`src/rtl/sensor_frame_rx.sv`:
```
// Receives six-byte distance frames (SYNC, S1..S4, CHK) from the sensor link.
// Only checksum-verified frames reach the outputs, and a stalled frame is aborted after TIMEOUT idle cycles.
module sensor_frame_rx #(
    parameter logic [7:0]  SYNC    = 8'hA5,
    parameter logic [15:0] TIMEOUT = 16'd1000
) (
    input  logic       clk,
    input  logic       rst_n,
    input  logic [7:0] rx_data,
    input  logic       rx_valid,
    output logic [7:0] sensor1,
    output logic [7:0] sensor2,
    output logic [7:0] sensor3,
    output logic [7:0] sensor4,
    output logic       frame_valid,
    output logic       chk_err,
    output logic       timeout_err
);

    typedef enum logic [2:0] {
        HUNT = 3'd0,
        B1   = 3'd1,
        B2   = 3'd2,
        B3   = 3'd3,
        B4   = 3'd4,
        CK   = 3'd5
    } state_t;

    state_t      state_q, state_d;
    logic [15:0] cnt_q, cnt_d;
    logic [15:0] cnt_inc_s;
    logic [7:0]  sum_q, sum_d;
    logic [7:0]  sh1_q, sh1_d, sh2_q, sh2_d, sh3_q, sh3_d, sh4_q, sh4_d;
    logic [7:0]  sen1_q, sen1_d, sen2_q, sen2_d, sen3_q, sen3_d, sen4_q, sen4_d;
    logic        fv_q, fv_d, ce_q, ce_d, to_q, to_d;

    assign cnt_inc_s = cnt_q + 16'd1;

    // Next-state, shadow capture, checksum and idle-timeout logic
    always_comb begin
        state_d = state_q;
        cnt_d   = cnt_q;
        sum_d   = sum_q;
        sh1_d   = sh1_q;
        sh2_d   = sh2_q;
        sh3_d   = sh3_q;
        sh4_d   = sh4_q;
        sen1_d  = sen1_q;
        sen2_d  = sen2_q;
        sen3_d  = sen3_q;
        sen4_d  = sen4_q;
        fv_d    = 1'b0;
        ce_d    = 1'b0;
        to_d    = 1'b0;
        if (rx_valid) begin
            // An accepted byte always wins over a timeout that would fire this cycle
            cnt_d = 16'd0;
            case (state_q)
                HUNT: begin
                    if (rx_data == SYNC) begin
                        state_d = B1;
                        sum_d   = 8'd0;
                    end else begin
                        state_d = HUNT;
                    end
                end
                B1: begin
                    sh1_d   = rx_data;
                    sum_d   = sum_q + rx_data;
                    state_d = B2;
                end
                B2: begin
                    sh2_d   = rx_data;
                    sum_d   = sum_q + rx_data;
                    state_d = B3;
                end
                B3: begin
                    sh3_d   = rx_data;
                    sum_d   = sum_q + rx_data;
                    state_d = B4;
                end
                B4: begin
                    sh4_d   = rx_data;
                    sum_d   = sum_q + rx_data;
                    state_d = CK;
                end
                CK: begin
                    state_d = HUNT;
                    sum_d   = 8'd0;
                    if (rx_data == sum_q) begin
                        sen1_d = sh1_q;
                        sen2_d = sh2_q;
                        sen3_d = sh3_q;
                        sen4_d = sh4_q;
                        fv_d   = 1'b1;
                    end else begin
                        ce_d = 1'b1;
                    end
                end
                default: begin
                    state_d = HUNT;
                    sum_d   = 8'd0;
                end
            endcase
        end else if (state_q != HUNT) begin
            if (cnt_inc_s == TIMEOUT) begin
                state_d = HUNT;
                cnt_d   = 16'd0;
                sum_d   = 8'd0;
                to_d    = 1'b1;
            end else begin
                cnt_d = cnt_inc_s;
            end
        end else begin
            cnt_d = 16'd0;
        end
    end

    // State and output registers
    always_ff @(posedge clk or negedge rst_n) begin
        if (!rst_n) begin
            state_q <= HUNT;
            cnt_q   <= 16'd0;
            sum_q   <= 8'd0;
            sh1_q   <= 8'd0;
            sh2_q   <= 8'd0;
            sh3_q   <= 8'd0;
            sh4_q   <= 8'd0;
            sen1_q  <= 8'd0;
            sen2_q  <= 8'd0;
            sen3_q  <= 8'd0;
            sen4_q  <= 8'd0;
            fv_q    <= 1'b0;
            ce_q    <= 1'b0;
            to_q    <= 1'b0;
        end else begin
            state_q <= state_d;
            cnt_q   <= cnt_d;
            sum_q   <= sum_d;
            sh1_q   <= sh1_d;
            sh2_q   <= sh2_d;
            sh3_q   <= sh3_d;
            sh4_q   <= sh4_d;
            sen1_q  <= sen1_d;
            sen2_q  <= sen2_d;
            sen3_q  <= sen3_d;
            sen4_q  <= sen4_d;
            fv_q    <= fv_d;
            ce_q    <= ce_d;
            to_q    <= to_d;
        end
    end

    assign sensor1     = sen1_q;
    assign sensor2     = sen2_q;
    assign sensor3     = sen3_q;
    assign sensor4     = sen4_q;
    assign frame_valid = fv_q;
    assign chk_err     = ce_q;
    assign timeout_err = to_q;

endmodule

```
`config.mk`:
```
export PLATFORM = sky130hd
export DESIGN_NAME = sensor_frame_rx
export DESIGN_NICKNAME = d
export VERILOG_FILES = /design/src/rtl/sensor_frame_rx.sv
export SDC_FILE = /design/constraint.sdc
export NUM_CORES = 1
export LEC_CHECK = 0
export ABC_AREA = 1
export CAP_MARGIN = 20
export CORE_MARGIN = 2
export CORE_UTILIZATION = 56
export DETAILED_ROUTE_END_ITERATION = 8
export HOLD_SLACK_MARGIN = 0.1
export PLACE_DENSITY = 0.89
export SLEW_MARGIN = 20
export SYNTH_ARGS = -nofsm -noshare
export SYNTH_HDL_FRONTEND = slang
export SYNTH_SLANG_ARGS = --single-unit
```
`constraint.sdc`:
```
create_clock -name clk -period 2.55 [get_ports clk]
set_input_delay 0.3825 -clock clk [delete_from_list [all_inputs] [get_ports clk]]
set_output_delay 0.3825 -clock clk [all_outputs]
set_load 0.05 [all_outputs]
```
==> impl_metrics.ini <==
[layout]
finalInstanceArea_um2 = 5170
utilization = 0.676
n_antenna_cell = 0
syn2layout_area_growth_pct = 17.9
largest_register_ffs = 16
drive_gt1_frac = 0.0954
fin_nets = 602
regMostFlops = cnt_q

[floorplanning]
die_h_um = 92.5
die_area_um2 = 8560
core-area_um2 = 7650
rows = 32
io_pins = 46
die_x_um = 92.5
start_util = 0.573

[synth]
yosysWarnings = 0
seq_area_frac_synth = 0.536
synth_area_um2 = 4390
synth-edff-count = 0
synth_ff_type = dfrtp_1
synthArstFlopShare = 1.00
syn_area_per_cell_um2 = 8.29
netlist_instances = 529
synthesis.nets = 549
synth-seq-cells = 94
yosysUniqueCellTypes = 32

[cts]
path_clk_slew_ps = 110
cts-resized-gates = 0
cts_root_buf = clkbuf_8
post-cts-setup-buffers = 0
clkLatencyLatePin_ps = 380
cts_tree = built
clk_path_buf_depth = 2
cts_sinks = 94
cts_buffers = 9
htree_levels = 3

[placed_design]
dpl_cell_area_um2 = 4960
globalplace.congestion = 0.944
portBuffers = 45
post-dp-hpwl_um = 6710

[setup_path]
rr_worst_depth = 9
path_class = input port to flip-flop
cp.required_ps = 2790
start_kind = input port
arrival_ps = 2440
cp_top_family = simple AND/OR/NAND/NOR gates
path_max_fanout = 38
ff2ff_setup_slack_ps = 480
r2r-start = sum_q[2]
end_kind = flip-flop
slowest_stage = clkdlybuf4s50_1
max_stage_delay_ps = 510
crit_start = rx_data[1]
cp_cell_sequence = clkdlybuf4s50_1, ha_1, nor2_1, nand3_1, nor4_2, nand2_1, nor2_2, inv_2, nand2_1, o21ai_0
crit_top_cell = nand2_1
r2r-end = sensor1[7]
crit_buf_inv = 2

[sta]
setup_viol = 0
relSlewSlack = 0.606
slew_viol_final = 0
finalCriticalPeriod_ps = 2200
fin_crit_sh = 0.863
rsz0062_at_grt = false
fmax_mhz = 454
hold_viol_final = 0
tightest_slew_ps = 591
clock_skew_ps = 11.2

[hold_path]
hold_path_depth = 2
hold_start = sensor2[4]
hold_path.class = flip-flop to flip-flop
whs_endpoint = sensor2[4]

[routing]
ant_nets = 0
num_vias = 3691
first_iter_violations = 321
drc = 0
viasPerCell = 5.36
drt_wl_total_um = 9360
routedWlPerCell_um = 13.6
first_pass_iters = 5

[grt]
antenna_found_initial = 0
grt.overflow.total = 0
grt_max_degree = 60
grt_usage = 0.244
grt_pass1_vias = 3538
grt_pass1_wl_um = 16400

[job]
maxCapViolCount = 0

[power_and_ir_drop]
p_total_mw = 4.03
vdd_ir_drop_max_v = 0.000503
p_leak_nw = 2.58
p_per_area_nw_per_um2 = 779

[outcome]
status = completed
==> cells in the mapped netlist, types with 3 or more instances <==
| cell type | instances | share of area |
|---|---|---|
| nor2_1 | 32 | 0.027 |
| o21ai_0 | 46 | 0.052 |
| ha_1 | 8 | 0.023 |
| nor2_2 | 15 | 0.021 |
| dfrtp_1 | 94 | 0.54 |
| nand3_1 | 25 | 0.029 |
| nand4_1 | 7 | 0.010 |
| nand2_1 | 195 | 0.17 |
| inv_1 | 50 | 0.043 |
| a21oi_1 | 7 | 0.0080 |
| nand2_2 | 7 | 0.010 |
| buf_2 | 5 | 0.0057 |
| xor2_1 | 4 | 0.0080 |
| nor3_1 | 5 | 0.0057 |
| inv_2 | 3 | 0.0026 |
| clkbuf_1 | 4 | 0.0034 |
==> placed cells by master (no fill, tap or decap), drive strengths merged, types with 7 or more instances in the layout <==
cell type / Yosys / routed
nand4: 7 / 7
inv: 53 / 56
clkdlybuf4s50: 0 / 44
nor2: 49 / 49
nand2: 204 / 204
clkbuf: 4 / 9
buf: 6 / 7
a21oi: 7 / 7
dfrtp: 94 / 94
nand3: 27 / 27
ha: 8 / 8
o21ai: 47 / 47
==> per-layer routing <==
metal	up-vias	track usage	routed length [um]
met4	0	0.0970	183
met3	16	0.0472	581
li1	1785	-	-
met1	1756	0.340	4270
met2	134	0.382	4330
met5	-	0	0
==> cell type report <==
class                   count  area [um2]
inverters                  55         206
multi-input cells         370        1770
well taps                 102         128
clock buffers               9         124
repair buffers             52         515
flip-flops and latches     94        2350
clock inverters             7        77.6
fillers                   585        2480
==> worst register-to-register path: cells and delay by family, from the launching register on <==
family | cells | cell delay, ps
buffers and inverters | 1 | 260
AO/OA/AOI/OAI | 1 | 100
adder cells (fa/ha/maj) | 1 | 340
flip-flops | 1 | 400
AND/OR/NAND/NOR | 6 | 860
==> repair_timing <==
item / 4_1_cts / 5_1_grt
setup endpoints to repair: 0 / 0
hold buffers: 1 / 0
hold endpoints to repair: 35 / 0
==> kinds of logic after synthesis <==
logic type,synth area share
AOI/OAI and AO/OA,0.0733
xor gates and xnor gates,0.00799
DFF,0.536
adders and majority gates,0.0274
and+or+nand+nor,0.294
buffers and inverters,0.0608
==> metrics by stage <==
| stage | setup WS, ps | setup TNS [ps] | cells | hold slack, ps |
|---|---|---|---|---|
| 2_1_floorplan | 571 | 0 | 529 | 86.9 |
| 3_3_place_gp | 121 | 0 | 672 | 377 |
| 3_5_place_dp | -51.7 | -52.5 | 672 | 385 |
| 4_1_cts | 325 | 0 | 689 | 482 |
| 5_1_grt | 144 | 0 | 689 | 509 |
| 6_report | 349 | 0 | 689 | 479 |
==> power breakdown <==
| group | leakage, nW | switching [mW] | internal (mW) | total, mW |
|---|---|---|---|---|
| sequential | 1.25 | 0.192 | 1.82 | 2.01 |
| combinational | 1.23 | 0.670 | 0.370 | 1.04 |
| clock | 0.0979 | 0.592 | 0.386 | 0.977 |
==> worst max-delay path by stage <==
stage / endpoint / slack [ps] / depth (start not counted)
2_1_floorplan: sensor1[0] / 570 / 11
3_3_place_gp: sensor4[7] / 120 / 10
6_report: sensor1[7] / 350 / 10
4_1_cts: sensor1[7] / 320 / 10
3_5_place_dp: sensor1[7] / -50 / 10
5_1_grt: sensor1[7] / 140 / 10
Note: power is estimated with default switching activity, not from simulation.
